<file path="src/rtl/pipeline_ctrl_pkg.sv">
// pipeline_ctrl_pkg: types and constants shared by the hazard controller and
// its forwarding units.
//   state_e          : halt sequencer states {RUN, DRAIN, HALTED}
//   FWD_RF/WB/MEM    : EX operand forwarding select encodings
//   RESULT_SRC_LOAD  : result_src_e value that marks a load in EX
package pipeline_ctrl_pkg;

  typedef enum logic [1:0] {
    RUN    = 2'd0,
    DRAIN  = 2'd1,
    HALTED = 2'd2
  } state_e;

  localparam logic [1:0] FWD_RF  = 2'b00;
  localparam logic [1:0] FWD_WB  = 2'b01;
  localparam logic [1:0] FWD_MEM = 2'b10;

  localparam logic [1:0] RESULT_SRC_LOAD = 2'b01;

endpackage

</file>
<file path="src/rtl/forward_unit.sv">
// forward_unit: combinational EX-stage forwarding select for one operand.
//   rs_e_i          : source register of the operand in EX
//   rd_m_i, rd_w_i  : destination registers in MEM and WB
//   reg_write_m_i/w : register-write enables in MEM and WB
//   fwd_o           : FWD_MEM / FWD_WB / FWD_RF; MEM wins, x0 never forwarded
module forward_unit
  import pipeline_ctrl_pkg::*;
(
  input  logic [4:0] rs_e_i,
  input  logic [4:0] rd_m_i,
  input  logic [4:0] rd_w_i,
  input  logic       reg_write_m_i,
  input  logic       reg_write_w_i,
  output logic [1:0] fwd_o
);

  always_comb begin
    fwd_o = FWD_RF;
    if (rs_e_i != 5'd0) begin
      if (reg_write_m_i && (rs_e_i == rd_m_i)) begin
        fwd_o = FWD_MEM;
      end else if (reg_write_w_i && (rs_e_i == rd_w_i)) begin
        fwd_o = FWD_WB;
      end
    end
  end

endmodule

</file>
<file path="src/rtl/pipeline_ctrl.sv">
// pipeline_ctrl: hazard and sequencing controller for the five-stage pipeline.
// Drives stall/flush of the pipeline registers, EX forwarding selects, holds
// the pipeline during outstanding data-memory accesses, and sequences a debug
// halt (RUN -> DRAIN -> HALTED).
//   Inputs : clk, reset (sync, active high), decode/execute/mem/wb register
//            ids and write enables, result_src_e, pc_src_e, mem_access_m,
//            dmem_ready, halt_req
//   Outputs: stall_f/d/e/m, flush_d/e/w, forward_a_e/b_e, halted,
//            mem_timeout (sticky), stall_cnt/flush_cnt (PIPELINE_CTRL_PERF_EN)
// Optional feature macro: PIPELINE_CTRL_PERF_EN adds the performance counters.
module pipeline_ctrl
  import pipeline_ctrl_pkg::*;
#(
  parameter int unsigned MEM_TIMEOUT  = 16,
  parameter int unsigned DRAIN_CYCLES = 4
) (
  input  logic        clk,
  input  logic        reset,
  input  logic [4:0]  rs1_d,
  input  logic [4:0]  rs2_d,
  input  logic [4:0]  rs1_e,
  input  logic [4:0]  rs2_e,
  input  logic [4:0]  rd_e,
  input  logic [4:0]  rd_m,
  input  logic [4:0]  rd_w,
  input  logic        reg_write_m,
  input  logic        reg_write_w,
  input  logic [1:0]  result_src_e,
  input  logic        pc_src_e,
  input  logic        mem_access_m,
  input  logic        dmem_ready,
  input  logic        halt_req,
  output logic        stall_f,
  output logic        stall_d,
  output logic        stall_e,
  output logic        stall_m,
  output logic        flush_d,
  output logic        flush_e,
  output logic        flush_w,
  output logic [1:0]  forward_a_e,
  output logic [1:0]  forward_b_e,
  output logic        halted,
`ifdef PIPELINE_CTRL_PERF_EN
  output logic [31:0] stall_cnt,
  output logic [31:0] flush_cnt,
`endif
  output logic        mem_timeout
);

  localparam int unsigned DCW = (DRAIN_CYCLES > 1) ? $clog2(DRAIN_CYCLES) : 1;
  localparam int unsigned WCW = (MEM_TIMEOUT > 0) ? $clog2(MEM_TIMEOUT + 1) : 1;
  localparam logic [DCW-1:0] DRAIN_LAST = DCW'(DRAIN_CYCLES - 1);
  localparam logic [WCW-1:0] WAIT_LIMIT = WCW'(MEM_TIMEOUT);

  state_e         state_q, state_d;
  logic [DCW-1:0] drain_cnt_q, drain_cnt_d;
  logic [WCW-1:0] wait_cnt_q, wait_cnt_d;
  logic           timeout_q, timeout_d;

  logic       mem_stall;
  logic       lw_stall;
  logic [1:0] fwd_a, fwd_b;

  assign mem_stall = mem_access_m & ~dmem_ready;
  assign lw_stall  = (result_src_e == RESULT_SRC_LOAD) && (rd_e != 5'd0) &&
                     ((rd_e == rs1_d) || (rd_e == rs2_d));

  forward_unit u_fwd_a (
    .rs_e_i        (rs1_e),
    .rd_m_i        (rd_m),
    .rd_w_i        (rd_w),
    .reg_write_m_i (reg_write_m),
    .reg_write_w_i (reg_write_w),
    .fwd_o         (fwd_a)
  );

  forward_unit u_fwd_b (
    .rs_e_i        (rs2_e),
    .rd_m_i        (rd_m),
    .rd_w_i        (rd_w),
    .reg_write_m_i (reg_write_m),
    .reg_write_w_i (reg_write_w),
    .fwd_o         (fwd_b)
  );

  // Combinational outputs are held at their reset values while reset is high.
  assign forward_a_e = reset ? FWD_RF : fwd_a;
  assign forward_b_e = reset ? FWD_RF : fwd_b;
  assign halted      = (state_q == HALTED);
  assign mem_timeout = timeout_q;

  // Stall/flush: a memory wait freezes everything up to MEM and overrides all
  // other hazards; otherwise the branch beats the load-use stall.
  always_comb begin
    stall_f = 1'b0;
    stall_d = 1'b0;
    stall_e = 1'b0;
    stall_m = 1'b0;
    flush_d = 1'b0;
    flush_e = 1'b0;
    flush_w = 1'b0;
    if (!reset) begin
      if (mem_stall) begin
        stall_f = 1'b1;
        stall_d = 1'b1;
        stall_e = 1'b1;
        stall_m = 1'b1;
        flush_w = 1'b1;
      end else begin
        stall_f = lw_stall & ~pc_src_e;
        stall_d = lw_stall & ~pc_src_e;
        flush_d = pc_src_e;
        flush_e = lw_stall | pc_src_e;
        if (state_q != RUN) begin
          flush_d = 1'b1;
          // While draining, a redirect must still reach the PC.
          stall_f = (state_q == HALTED) ? 1'b1 : ~pc_src_e;
        end
      end
    end
  end

  always_comb begin
    state_d     = state_q;
    drain_cnt_d = drain_cnt_q;
    wait_cnt_d  = '0;
    timeout_d   = timeout_q;

    if (mem_stall) begin
      if (wait_cnt_q == WAIT_LIMIT) begin
        timeout_d = 1'b1;
      end else begin
        wait_cnt_d = wait_cnt_q + WCW'(1);
      end
      if (wait_cnt_q == WAIT_LIMIT) begin
        wait_cnt_d = wait_cnt_q;
      end
    end

    unique case (state_q)
      RUN: begin
        drain_cnt_d = '0;
        if (halt_req && !mem_stall) begin
          state_d = DRAIN;
        end
      end
      DRAIN: begin
        if (!halt_req) begin
          state_d     = RUN;
          drain_cnt_d = '0;
        end else if (!mem_stall) begin
          if (drain_cnt_q == DRAIN_LAST) begin
            state_d     = HALTED;
            drain_cnt_d = '0;
          end else begin
            drain_cnt_d = drain_cnt_q + DCW'(1);
          end
        end
      end
      HALTED: begin
        if (!halt_req) begin
          state_d = RUN;
        end
      end
      default: begin
        state_d     = RUN;
        drain_cnt_d = '0;
      end
    endcase
  end

  always_ff @(posedge clk) begin
    if (reset) begin
      state_q     <= RUN;
      drain_cnt_q <= '0;
      wait_cnt_q  <= '0;
      timeout_q   <= 1'b0;
    end else begin
      state_q     <= state_d;
      drain_cnt_q <= drain_cnt_d;
      wait_cnt_q  <= wait_cnt_d;
      timeout_q   <= timeout_d;
    end
  end

`ifdef PIPELINE_CTRL_PERF_EN
  logic [31:0] stall_cnt_q, flush_cnt_q;

  always_ff @(posedge clk) begin
    if (reset) begin
      stall_cnt_q <= '0;
      flush_cnt_q <= '0;
    end else begin
      if (stall_d) stall_cnt_q <= stall_cnt_q + 32'd1;
      if (flush_e) flush_cnt_q <= flush_cnt_q + 32'd1;
    end
  end

  assign stall_cnt = stall_cnt_q;
  assign flush_cnt = flush_cnt_q;
`endif

endmodule

</file>
<file path="config.mk">
export PLATFORM = sky130hd
export DESIGN_NAME = pipeline_ctrl
export DESIGN_NICKNAME = d
export VERILOG_FILES = /design/src/rtl/pipeline_ctrl_pkg.sv /design/src/rtl/forward_unit.sv /design/src/rtl/pipeline_ctrl.sv
export SDC_FILE = /design/constraint.sdc
export NUM_CORES = 1
export LEC_CHECK = 0
export BUFFER_PORTS_ARGS = -buffer_cell sky130_fd_sc_hd__buf_2
export CAP_MARGIN = 20
export CORE_ASPECT_RATIO = 1.4
export CORE_UTILIZATION = 40
export DETAILED_ROUTE_END_ITERATION = 8
export PLACE_DENSITY = 0.84
export RECOVER_POWER = 100
export SYNTH_ARGS = -nofsm -noshare
export SYNTH_HDL_FRONTEND = slang
export SYNTH_SLANG_ARGS = --single-unit
</file>
<file path="constraint.sdc">
create_clock -name clk -period 3 [get_ports clk]
set_input_delay 0.15 -clock clk [delete_from_list [all_inputs] [get_ports clk]]
set_output_delay 0.15 -clock clk [all_outputs]
set_load 0.005 [all_outputs]
</file>
* After elaboration in Yosys (flattened, before gate mapping)
Index checks and enable logic that the tools add are counted.
Word-level totals: bits in registers 10, input bits 45, word-level logic and storage cells 77
Operators by class: add/sub/neg operators 2, eq/ne operators 15, multiplexer cells 31, bitwise gates (word level) 7, reduce and logical (&&, ||, !) cells 18
Operators by type and width (number):
- $eq A5 B5 Y1 | 6
- $mux W2 | 14
- $mux W1 | 15
- $reduce_bool A5 Y1 | 3
- $logic_and A1 B1 Y1 | 7
- $ne A3 B3 Y1 const B | 2
- $pmux W2 S3 | 1
- $add A5 B1 Y5 const B | 1
- $eq A5 B5 Y1 const B | 1
- $eq A2 B1 Y1 const B | 2
- $eq A2 B2 Y1 const B | 2
- $ne A2 B2 Y1 const B | 2
- $not A1 Y1 | 4
- $pmux W2 S2 | 1
- $reduce_and A2 Y1 | 2
- $reduce_and A4 Y1 | 1
- $add A2 B1 Y2 const B | 1
- $and A1 B1 Y1 | 2
- $logic_not A2 Y1 | 1
- $reduce_bool A2 Y1 | 1
- $reduce_or A2 Y1 | 1
- $logic_not A1 Y1 | 1
- $logic_or A1 B1 Y1 | 1
- $or A1 B1 Y1 | 1

* Longest topological paths before layout
Gate-level depths: netlist of run 1.
depth in word-level cells 7, mapped depth 5, depth with buffers taken out 5

* Hierarchy
Synthesis of run 1 repeated with hierarchy kept, for this count alone.
Unflattened totals: cell total of the unflattened synthesis 121, area total of the unflattened synthesis 962.2 um^2
By module, submodules not included:
- pipeline_ctrl | times used 1, cells an instance 85, area an instance 696.9 um^2, sequential area each 200.2 um^2
- forward_unit | times used 2, cells an instance 18, area an instance 132.6 um^2, sequential area each 0.0 um^2

* Worst setup path after synthesis of run 1
OpenSTA, ideal clock, no wires.
path type register to register, from reg wait_cnt_q[0], to reg wait_cnt_q[2], library setup time 0.064 ns, data arrival time 1.206 ns, required time 2.936 ns, setup slack 1.730 ns, cell stages (with the launch flop) 6, cell sequence dfxtp_1 > inv_1 > ha_1 > and4bb_1 > or3_1 > nor2_1
Between the ends: cells in the longest elaborated chain, start to end 1
Ends and longest elaborated chain:
- start: declaration | line pipeline_ctrl.sv:57 | logic [WCW-1:0] wait_cnt_q, wait_cnt_d;
- start signal: assignment | line pipeline_ctrl.sv:181 | wait_cnt_q <= wait_cnt_d;
- $add A5 B1 Y5 or $eq A5 B5 Y1 (tied branches) | line pipeline_ctrl.sv:133, pipeline_ctrl.sv:130, pipeline_ctrl.sv:135
Several ways; a longest one is shown, not always the timed one. A chain may end at the register's enable or synchronous reset.

* Worst setup path in the final report of run 1
from in rd_e[1], to out stall_f
Between the ends: cells in the longest elaborated chain, start to end 7
Ends and longest elaborated chain:
- start: declaration | line pipeline_ctrl.sv:23 | input logic [4:0] rd_e,
- $eq A5 B5 Y1 or $reduce_bool A5 Y1 (tied branches) | line pipeline_ctrl.sv:66, pipeline_ctrl.sv:65
- $logic_or A1 B1 Y1 or $logic_and A1 B1 Y1 (tied branches) | line pipeline_ctrl.sv:66, pipeline_ctrl.sv:65
- $logic_and A1 B1 Y1 * | line pipeline_ctrl.sv:65 | assign lw_stall = (result_src_e == RESULT_SRC_LOAD) && (rd_e != 5'd0) &&
- $and A1 B1 Y1 * | line pipeline_ctrl.sv:110 | stall_f = lw_stall & ~pc_src_e;
- $mux W1 * | line pipeline_ctrl.sv:114 | if (state_q != RUN) begin
- $mux W1 * | line pipeline_ctrl.sv:103 | if (mem_stall) begin
- $mux W1 * | line pipeline_ctrl.sv:102 | if (!reset) begin
- end: declaration | line pipeline_ctrl.sv:33 | output logic stall_f,
Mark *: on every way between the ends. The rest lies on a longest branch, timed or not.

==> flow_results.xml, run 1 <==
<?xml version="1.0" encoding="UTF-8"?>
<metrics>
  <group name="die">
    <metric name="initial_util" unit="%">43.48</metric>
    <metric name="area_inside_the_core_boundary" unit="sq um">2227</metric>
    <metric name="fp.dieW" unit="microns">43.59</metric>
    <metric name="design.die.area" unit="sq um">2625</metric>
    <metric name="rows" unit="">20</metric>
    <metric name="die_y" unit="microns">60.22</metric>
    <metric name="floorplan.io_pins" unit="">58</metric>
  </group>
  <group name="clocking">
    <metric name="clkSinkCount" unit="">10</metric>
    <metric name="clock_insertion_delay_at_the_later_pin_of_the_skew_report" unit="ps">260</metric>
    <metric name="cts_buffers" unit="">3</metric>
    <metric name="h-tree-depth" unit="">1</metric>
    <metric name="clock_path_buffers" unit="">2</metric>
    <metric name="cts_hold_repair.buffers" unit="">0</metric>
    <metric name="tritoncts" unit="">done</metric>
    <metric name="clock-root-buffer" unit="">sky130_fd_sc_hd__clkbuf_4</metric>
    <metric name="cts.repair_timing.setup_buffer_count" unit="">0</metric>
    <metric name="clkSlewWorstSetupHoldPaths" unit="ps">60</metric>
    <metric name="count_of_cells_resized_by_post_cts_repair" unit="">0</metric>
  </group>
  <group name="setup_path">
    <metric name="timing.critical_path.arrival" unit="ps">1410</metric>
    <metric name="reg_to_reg_start" unit="">wait_cnt_q[0]</metric>
    <metric name="timing.critical_path.to_type" unit="">output pin</metric>
    <metric name="cpMaxStageDelayCell" unit="">sky130_fd_sc_hd__or4_1</metric>
    <metric name="critical_path_s_top_delay_family" unit="">simple AND/OR/NAND/NOR gates</metric>
    <metric name="cp_max_fo" unit="">3</metric>
    <metric name="cp_data_required_time" unit="ps">2850</metric>
    <metric name="critical_path.max_stage_delay" unit="ps">510</metric>
    <metric name="critical-path-top-cell-by-count" unit="">sky130_fd_sc_hd__buf_2</metric>
    <metric name="worst_path_class_setup" unit="">primary input to output pin</metric>
    <metric name="timing.critical_path.cells" unit="">buf_2, or4_1, o21ai_0, or3_2, o221ai_2, buf_2</metric>
    <metric name="timing.critical_path.from" unit="">rd_e[1]</metric>
    <metric name="critPathBufInv" unit="">2</metric>
    <metric name="timing.critical_path.from_type" unit="">primary input</metric>
  </group>
  <group name="drt">
    <metric name="detail_route.first_pass.iterations" unit="">7</metric>
    <metric name="drt_drc_violations_left" unit="">4</metric>
    <metric name="vias_per_instance" unit="">5.303</metric>
    <metric name="routed_wl" unit="microns">2369</metric>
    <metric name="detail-route-antenna-nets" unit="">0</metric>
    <metric name="detailed_route_iter0_violations" unit="">20</metric>
    <metric name="routed_wire_length_per_instance" unit="microns">11.96</metric>
    <metric name="detailroute.via_count" unit="">1050</metric>
  </group>
  <group name="layout">
    <metric name="sequential_cell_area" unit="sq um">200.2</metric>
    <metric name="layout.cells.most_common_list" unit="">sky130_fd_sc_hd__buf_2, sky130_fd_sc_hd__xor2_1, sky130_fd_sc_hd__nor2_1, sky130_fd_sc_hd__dfxtp_1, sky130_fd_sc_hd__clkbuf_1</metric>
    <metric name="flow.area_growth_from_synthesis" unit="%">30.62</metric>
    <metric name="mostFrequentLayoutCell" unit="">sky130_fd_sc_hd__buf_2</metric>
    <metric name="multiInputGateArea" unit="sq um">719.4</metric>
    <metric name="insertedDiodeCount" unit="">0</metric>
    <metric name="total_number_of_nets_in_the_final_design" unit="">226</metric>
    <metric name="layout-drive-gt1-share" unit="%">32.39</metric>
    <metric name="fill_cells" unit="">215</metric>
    <metric name="design_area" unit="sq um">1265</metric>
    <metric name="final-instance-count-excl-fill" unit="">198</metric>
    <metric name="finalCoreUtilization" unit="%">56.80</metric>
  </group>
  <group name="place">
    <metric name="hpwl_detailed" unit="microns">2090</metric>
    <metric name="gp_congestion" unit="">0.7502</metric>
    <metric name="place.detailed.instances" unit="">195</metric>
    <metric name="post_dp_cell_area" unit="sq um">1259</metric>
    <metric name="port_buffers" unit="">57</metric>
    <metric name="pre_cts_worst_setup_slack" unit="ps">1517</metric>
  </group>
  <group name="run_status">
    <metric name="outcome" unit="">complete, but fails checks</metric>
    <metric name="violations_in_the_final_reports" unit="">design-rule violations</metric>
  </group>
  <group name="sta">
    <metric name="final_clock_period_utilization_by_the_worst_path" unit="%">52.08</metric>
    <metric name="final-max-slew-violation-count" unit="">0</metric>
    <metric name="setup_repair_after_global_routing_missed_its_margin" unit="">no</metric>
    <metric name="worstMarginPinSlew" unit="ps">612.5</metric>
    <metric name="final.min_clock_period" unit="ps">1562</metric>
    <metric name="maximum_clock_skew_at_final_layout" unit="ps">1.469</metric>
    <metric name="relSlewSlack" unit="%">59.17</metric>
    <metric name="max_freq" unit="MHz">640.0</metric>
    <metric name="post-route-worst-setup-slack" unit="ps">1438</metric>
    <metric name="final.setup.tns" unit="ps">0</metric>
    <metric name="finalHoldViolations" unit="">0</metric>
    <metric name="setup-violations-final" unit="">0</metric>
  </group>
  <group name="grt">
    <metric name="antenna_found_initial" unit="">0</metric>
    <metric name="gr_util_all_layers" unit="%">19.74</metric>
    <metric name="grt_pass1_vias" unit="">999</metric>
    <metric name="grt_start_max_net_pins" unit="">16</metric>
    <metric name="globalRoute.totalOverflow" unit="">0</metric>
    <metric name="grt_pass1_wl" unit="microns">3926</metric>
  </group>
  <group name="synthesis">
    <metric name="syn_avg_cell_area" unit="sq um">8.070</metric>
    <metric name="largest_family_of_logic_cells_by_synthesized_area" unit="">simple AND/OR/NAND/NOR gates</metric>
    <metric name="mappedNetlistArea" unit="sq um">968.4</metric>
    <metric name="netlist_instances" unit="">120</metric>
    <metric name="number_of_storage_elements_in_the_synthesis_netlist" unit="">10</metric>
    <metric name="netlist-cell-type-count" unit="">36</metric>
    <metric name="synth_compound_gate_area_share" unit="%">11.24</metric>
    <metric name="yosys.area_share.simple" unit="%">29.97</metric>
    <metric name="seq_area_frac_synth" unit="%">20.67</metric>
    <metric name="yosys.area_share.adder" unit="%">3.876</metric>
    <metric name="yosys_warnings" unit="">0</metric>
    <metric name="synth_mux_area_share" unit="%">1.034</metric>
    <metric name="post_synth_xor_area_fraction" unit="%">28.94</metric>
    <metric name="synth_fp_nets" unit="">168</metric>
  </group>
  <group name="min_path">
    <metric name="min-delay-start" unit="">halt_req</metric>
    <metric name="hold_crit_path_type" unit="">primary input to flop</metric>
  </group>
  <group name="power">
    <metric name="power.density_cell_area" unit="nW/um^2">262.3</metric>
    <metric name="static_leakage" unit="nW">0.5855</metric>
    <metric name="irDropWorstVdd" unit="mV">0.1447</metric>
  </group>
  <group name="job">
    <metric name="cap_violations" unit="">0</metric>
  </group>
</metrics>
per-layer routing:
layer | vias to the layer above | global-route usage (%) | wire (microns) | part of all wire, %
met5 | - | 0 | 0 | 0
met4 | 0 | 8.036 | 48 | 2.0
li1 | 533 | - | - | -
met3 | 4 | 3.323 | 144 | 6.1
met1 | 464 | 17.21 | 843 | 36
met2 | 49 | 41.79 | 1333 | 56
power by group:
part           switching [mW]  internal [mW]
Clock                  0.0438         0.0463
Combinational          0.0530         0.0518
Sequential            0.00228          0.135
Total                  0.0991          0.233
cells in the mapped netlist:
cell                         n  share of area, %
sky130_fd_sc_hd__a2111oi_0   1              0.90
sky130_fd_sc_hd__a21oi_1     3               1.5
sky130_fd_sc_hd__a22oi_1     1              0.78
sky130_fd_sc_hd__a31o_2      1              0.90
sky130_fd_sc_hd__a31oi_1     1              0.65
sky130_fd_sc_hd__and3_1      2               1.3
sky130_fd_sc_hd__and4bb_1    1               1.3
sky130_fd_sc_hd__buf_1       1              0.39
sky130_fd_sc_hd__buf_4       2               1.5
sky130_fd_sc_hd__clkbuf_1    1              0.39
sky130_fd_sc_hd__dfxtp_1    10                21
sky130_fd_sc_hd__ha_1        3               3.9
sky130_fd_sc_hd__inv_1       5               1.9
sky130_fd_sc_hd__mux2i_1     1               1.0
sky130_fd_sc_hd__nand2_1     3               1.2
sky130_fd_sc_hd__nand2b_1    3               1.9
sky130_fd_sc_hd__nand3_1     4               2.1
sky130_fd_sc_hd__nand4_1     1              0.65
sky130_fd_sc_hd__nand4b_1    1              0.90
sky130_fd_sc_hd__nor2_1     12               4.7
sky130_fd_sc_hd__nor2b_1     6               3.9
sky130_fd_sc_hd__nor3_1      3               1.5
sky130_fd_sc_hd__nor3b_1     3               2.3
sky130_fd_sc_hd__nor4_1      5               3.2
sky130_fd_sc_hd__o21ai_0     3               1.5
sky130_fd_sc_hd__o21ai_2     1              0.90
sky130_fd_sc_hd__o221ai_2    1               1.5
sky130_fd_sc_hd__o22ai_1     1              0.65
sky130_fd_sc_hd__o31a_1      1              0.90
sky130_fd_sc_hd__o41ai_1     1              0.90
sky130_fd_sc_hd__or3_1       1              0.65
sky130_fd_sc_hd__or3_4       1               1.2
sky130_fd_sc_hd__or3b_2      1              0.90
sky130_fd_sc_hd__or4_1       3               2.3
sky130_fd_sc_hd__xnor2_1     4               3.6
sky130_fd_sc_hd__xor2_1     28                25
kinds of logic after synthesis:
| logic type | Yosys count |
|---|---|
| simple gates | 50 |
| xor+xnor | 32 |
| compound gates | 15 |
| flops | 10 |
| buf+inv | 9 |
| fa+ha+maj | 3 |
| mux | 1 |
final cells by class:
class                   instances  area share (%)
clock buffers                   3           1.780
inverters                       5           1.484
multi-input cells             101           56.87
flip-flops and latches         10           15.83
well taps                      22           2.176
repair buffers                 57           21.86
path summary, 6_finish.rpt:
check              endpoint  slack (ps)  cells past startpoint
min              state_q[1]         160                      2
min reg2reg  drain_cnt_q[1]         470                      2
max reg2reg   wait_cnt_q[2]        1580                      5
max                 stall_f        1440                      6
through the flow:
step	hold slack [ps]	power, mW
6_report	156.9	0.3318
5_1_grt	151.7	0.3549
4_1_cts	152.8	0.3382
3_5_place_dp	436.6	0.2469
3_3_place_gp	431.8	0.2416
2_1_floorplan	316.5	0.1919
flip-flops by register name, indices dropped and copies added, names as in the netlist:
| register | cells |
|---|---|
| mem_timeout | 1 |
| wait_cnt_q | 5 |
| state_q | 2 |
| drain_cnt_q | 2 |
Power figures use the tool's default switching activity.
==> run 2, diff against run 1 <==
--- a/config.mk
+++ b/config.mk
@@ -8,9 +8,9 @@
 export BUFFER_PORTS_ARGS = -buffer_cell sky130_fd_sc_hd__buf_2
 export CAP_MARGIN = 20
 export CORE_ASPECT_RATIO = 1.4
-export CORE_UTILIZATION = 40
+export CORE_UTILIZATION = 39
 export DETAILED_ROUTE_END_ITERATION = 8
-export PLACE_DENSITY = 0.84
+export PLACE_DENSITY = 0.85
 export RECOVER_POWER = 100
 export SYNTH_ARGS = -nofsm -noshare
 export SYNTH_HDL_FRONTEND = slang
==> constraint.sdc (replaced) <==
create_clock -name clk -period 1.27 [get_ports clk]
set_input_delay 0.0635 -clock clk [delete_from_list [all_inputs] [get_ports clk]]
set_output_delay 0.0635 -clock clk [all_outputs]
set_load 0.005 [all_outputs]
==> flow_results.xml, run 2 (synthesis results as in run 1) <==
<?xml version="1.0" encoding="UTF-8"?>
<metrics>
  <group name="run_status">
    <metric name="outcome" unit="">complete, but fails checks</metric>
    <metric name="violations_in_the_final_reports" unit="">design-rule violations, negative setup slack</metric>
  </group>
  <group name="power">
    <metric name="clockPowerShare" unit="%">32.6</metric>
    <metric name="irDropWorstVdd" unit="mV">0.3037</metric>
    <metric name="fin_total_pwr" unit="mW">0.9118</metric>
    <metric name="swShare" unit="%">29.72</metric>
    <metric name="power.net_switching" unit="mW">0.2710</metric>
    <metric name="power.density_cell_area" unit="nW/um^2">631.5</metric>
    <metric name="static_leakage" unit="nW">0.6648</metric>
    <metric name="combinationalPowerShare" unit="%">32.2</metric>
    <metric name="p_seq_share" unit="%">35.2</metric>
    <metric name="internal_cell_power" unit="mW">0.6408</metric>
  </group>
  <group name="sta">
    <metric name="relSlewSlack" unit="%">69.44</metric>
    <metric name="post-route-worst-setup-slack" unit="ps">-13.43</metric>
    <metric name="finalHoldViolations" unit="">0</metric>
    <metric name="setup_repair_after_global_routing_missed_its_margin" unit="">yes</metric>
    <metric name="worstMarginPinSlew" unit="ps">457.4</metric>
    <metric name="final.setup.tns" unit="ps">-13.43</metric>
    <metric name="fin_worst_hold_slack" unit="ps">52.50</metric>
    <metric name="final_clock_period_utilization_by_the_worst_path" unit="%">101.1</metric>
    <metric name="maximum_clock_skew_at_final_layout" unit="ps">0.6984</metric>
    <metric name="final-max-slew-violation-count" unit="">0</metric>
    <metric name="setup-violations-final" unit="">1</metric>
    <metric name="max_freq" unit="MHz">779.2</metric>
    <metric name="final.min_clock_period" unit="ps">1283</metric>
  </group>
  <group name="setup_path">
    <metric name="timing.critical_path.from_type" unit="">flop</metric>
    <metric name="critical_path_s_top_delay_family" unit="">simple AND/OR/NAND/NOR gates</metric>
    <metric name="worst_path_class_setup" unit="">flop to output pin</metric>
    <metric name="cpMaxStageDelayCell" unit="">sky130_fd_sc_hd__or3b_4</metric>
    <metric name="timing.critical_path.arrival" unit="ps">1220</metric>
    <metric name="cp_data_required_time" unit="ps">1210</metric>
    <metric name="critPathBufInv" unit="">1</metric>
    <metric name="timing.critical_path.to_type" unit="">output pin</metric>
    <metric name="critical_path.max_stage_delay" unit="ps">380</metric>
    <metric name="cp_max_fo" unit="">4</metric>
    <metric name="timing.critical_path.cells" unit="">or3b_4, o221ai_2, buf_2</metric>
  </group>
  <group name="clocking">
    <metric name="cts_buffers" unit="">3</metric>
    <metric name="tritoncts" unit="">done</metric>
    <metric name="clkSinkCount" unit="">10</metric>
    <metric name="clock_path_buffers" unit="">2</metric>
    <metric name="clock_insertion_delay_at_the_later_pin_of_the_skew_report" unit="ps">270</metric>
    <metric name="cts_hold_repair.buffers" unit="">0</metric>
    <metric name="cts.repair_timing.setup_buffer_count" unit="">0</metric>
    <metric name="clock-root-buffer" unit="">sky130_fd_sc_hd__clkbuf_4</metric>
    <metric name="clkSlewWorstSetupHoldPaths" unit="ps">70</metric>
    <metric name="h-tree-depth" unit="">1</metric>
  </group>
  <group name="min_path">
    <metric name="hold_crit_path_type" unit="">primary input to flop</metric>
  </group>
  <group name="layout">
    <metric name="layout-drive-gt1-share" unit="%">45.16</metric>
    <metric name="largest_register_ff_count" unit="">5</metric>
    <metric name="flow.area_growth_from_synthesis" unit="%">49.10</metric>
    <metric name="total_number_of_nets_in_the_final_design" unit="">235</metric>
    <metric name="final-instance-count-excl-fill" unit="">209</metric>
    <metric name="finalCoreUtilization" unit="%">61.06</metric>
    <metric name="layout.cells.most_common_list" unit="">sky130_fd_sc_hd__buf_2, sky130_fd_sc_hd__xor2_1, sky130_fd_sc_hd__nor2_1, sky130_fd_sc_hd__buf_4, sky130_fd_sc_hd__dfxtp_1</metric>
    <metric name="fill_cells" unit="">233</metric>
    <metric name="largest_regs" unit="">wait_cnt_q (5), drain_cnt_q (2), state_q (2)</metric>
    <metric name="largest-register" unit="">wait_cnt_q</metric>
    <metric name="insertedDiodeCount" unit="">0</metric>
    <metric name="mostFrequentLayoutCell" unit="">sky130_fd_sc_hd__buf_2</metric>
  </group>
  <group name="grt">
    <metric name="grt_pass1_vias" unit="">1060</metric>
    <metric name="gr_util_all_layers" unit="%">20.70</metric>
    <metric name="globalRoute.totalOverflow" unit="">0</metric>
    <metric name="grt_pass1_wl" unit="microns">4195</metric>
    <metric name="antenna_found_initial" unit="">0</metric>
    <metric name="grt_start_max_net_pins" unit="">10</metric>
  </group>
  <group name="place">
    <metric name="port_buffers" unit="">57</metric>
    <metric name="place.detailed.instances" unit="">205</metric>
    <metric name="gp_congestion" unit="">0.7646</metric>
    <metric name="hpwl_detailed" unit="microns">2198</metric>
  </group>
  <group name="die">
    <metric name="area_inside_the_core_boundary" unit="sq um">2365</metric>
    <metric name="rows" unit="">21</metric>
    <metric name="floorplan.io_pins" unit="">58</metric>
    <metric name="fp.dieW" unit="microns">44.12</metric>
    <metric name="die_y" unit="microns">60.96</metric>
    <metric name="initial_util" unit="%">40.95</metric>
    <metric name="design.die.area" unit="sq um">2689</metric>
  </group>
  <group name="drt">
    <metric name="routed_wire_length_per_instance" unit="microns">13.22</metric>
    <metric name="detail_route.first_pass.iterations" unit="">8</metric>
    <metric name="detail-route-antenna-nets" unit="">0</metric>
    <metric name="drt_drc_violations_left" unit="">2</metric>
    <metric name="routed_wl" unit="microns">2762</metric>
    <metric name="detailroute.via_count" unit="">1120</metric>
    <metric name="detailed_route_iter0_violations" unit="">18</metric>
    <metric name="vias_per_instance" unit="">5.359</metric>
  </group>
  <group name="job">
    <metric name="cap_violations" unit="">0</metric>
  </group>
</metrics>
[run 2: cell count changes in the layout (fill, tap and decap cells not counted), sizes merged]
cell | previous run | this run
buf | 49 | 60
clkbuf | 11 | 10
[run 2: power by group through the flow]
stage / clock network (mW) / logic, mW / registers [mW]
finish: 0.297 / 0.294 / 0.321
floorplan: 0 / 0.127 / 0.327
global placement: 0 / 0.266 / 0.328
CTS: 0.296 / 0.275 / 0.322
detailed placement: 0 / 0.272 / 0.328
global route: 0.319 / 0.321 / 0.322
[run 2: final cells by class]
class | instances | area [sq um] | share of cell area (%)
clock buffer | 4 | 36.28 | 2.513
inverter | 5 | 18.77 | 1.300
multi-input combinational | 101 | 790.8 | 54.77
sequential | 10 | 206.4 | 14.30
tap | 23 | 28.78 | 1.993
timing repair buffer | 66 | 362.8 | 25.13
[run 2: final timing paths]
kind                               startpoint             to  slack [ps]  cells after the start
worst max-delay path               state_q[0]        stall_f         -10                      3
worst min-delay path                 halt_req     state_q[1]          50                      2
worst max register to register  wait_cnt_q[1]  wait_cnt_q[3]          20                      5
worst min register to register    mem_timeout    mem_timeout         460                      2
[run 2: what timing repair did]
action,in CTS,in global routing
pin swaps,1,6
gates resized for setup,5,18
endpoints found under the hold margin,0,0
endpoints found under the setup margin,3,7
[run 2: layer usage]
layer	vias to the layer above	share of wire [%]	wire length [microns]	track usage [%]
met4	0	0.76	21	5.195
met2	47	60	1644	44.54
li1	550	-	-	-
met3	3	5.2	145	3.571
met5	-	0	0	0
met1	520	34	951	18.96
[run 2: through the flow]
stage                     setup slack [ps]  cell area, sq um
after detailed placement            -8.757              1333
after CTS                           -14.03              1381
after floorplan                      2.972             973.4
final                               -13.43              1444
after global routing                -60.04              1444
after global placement             -0.6136              1333
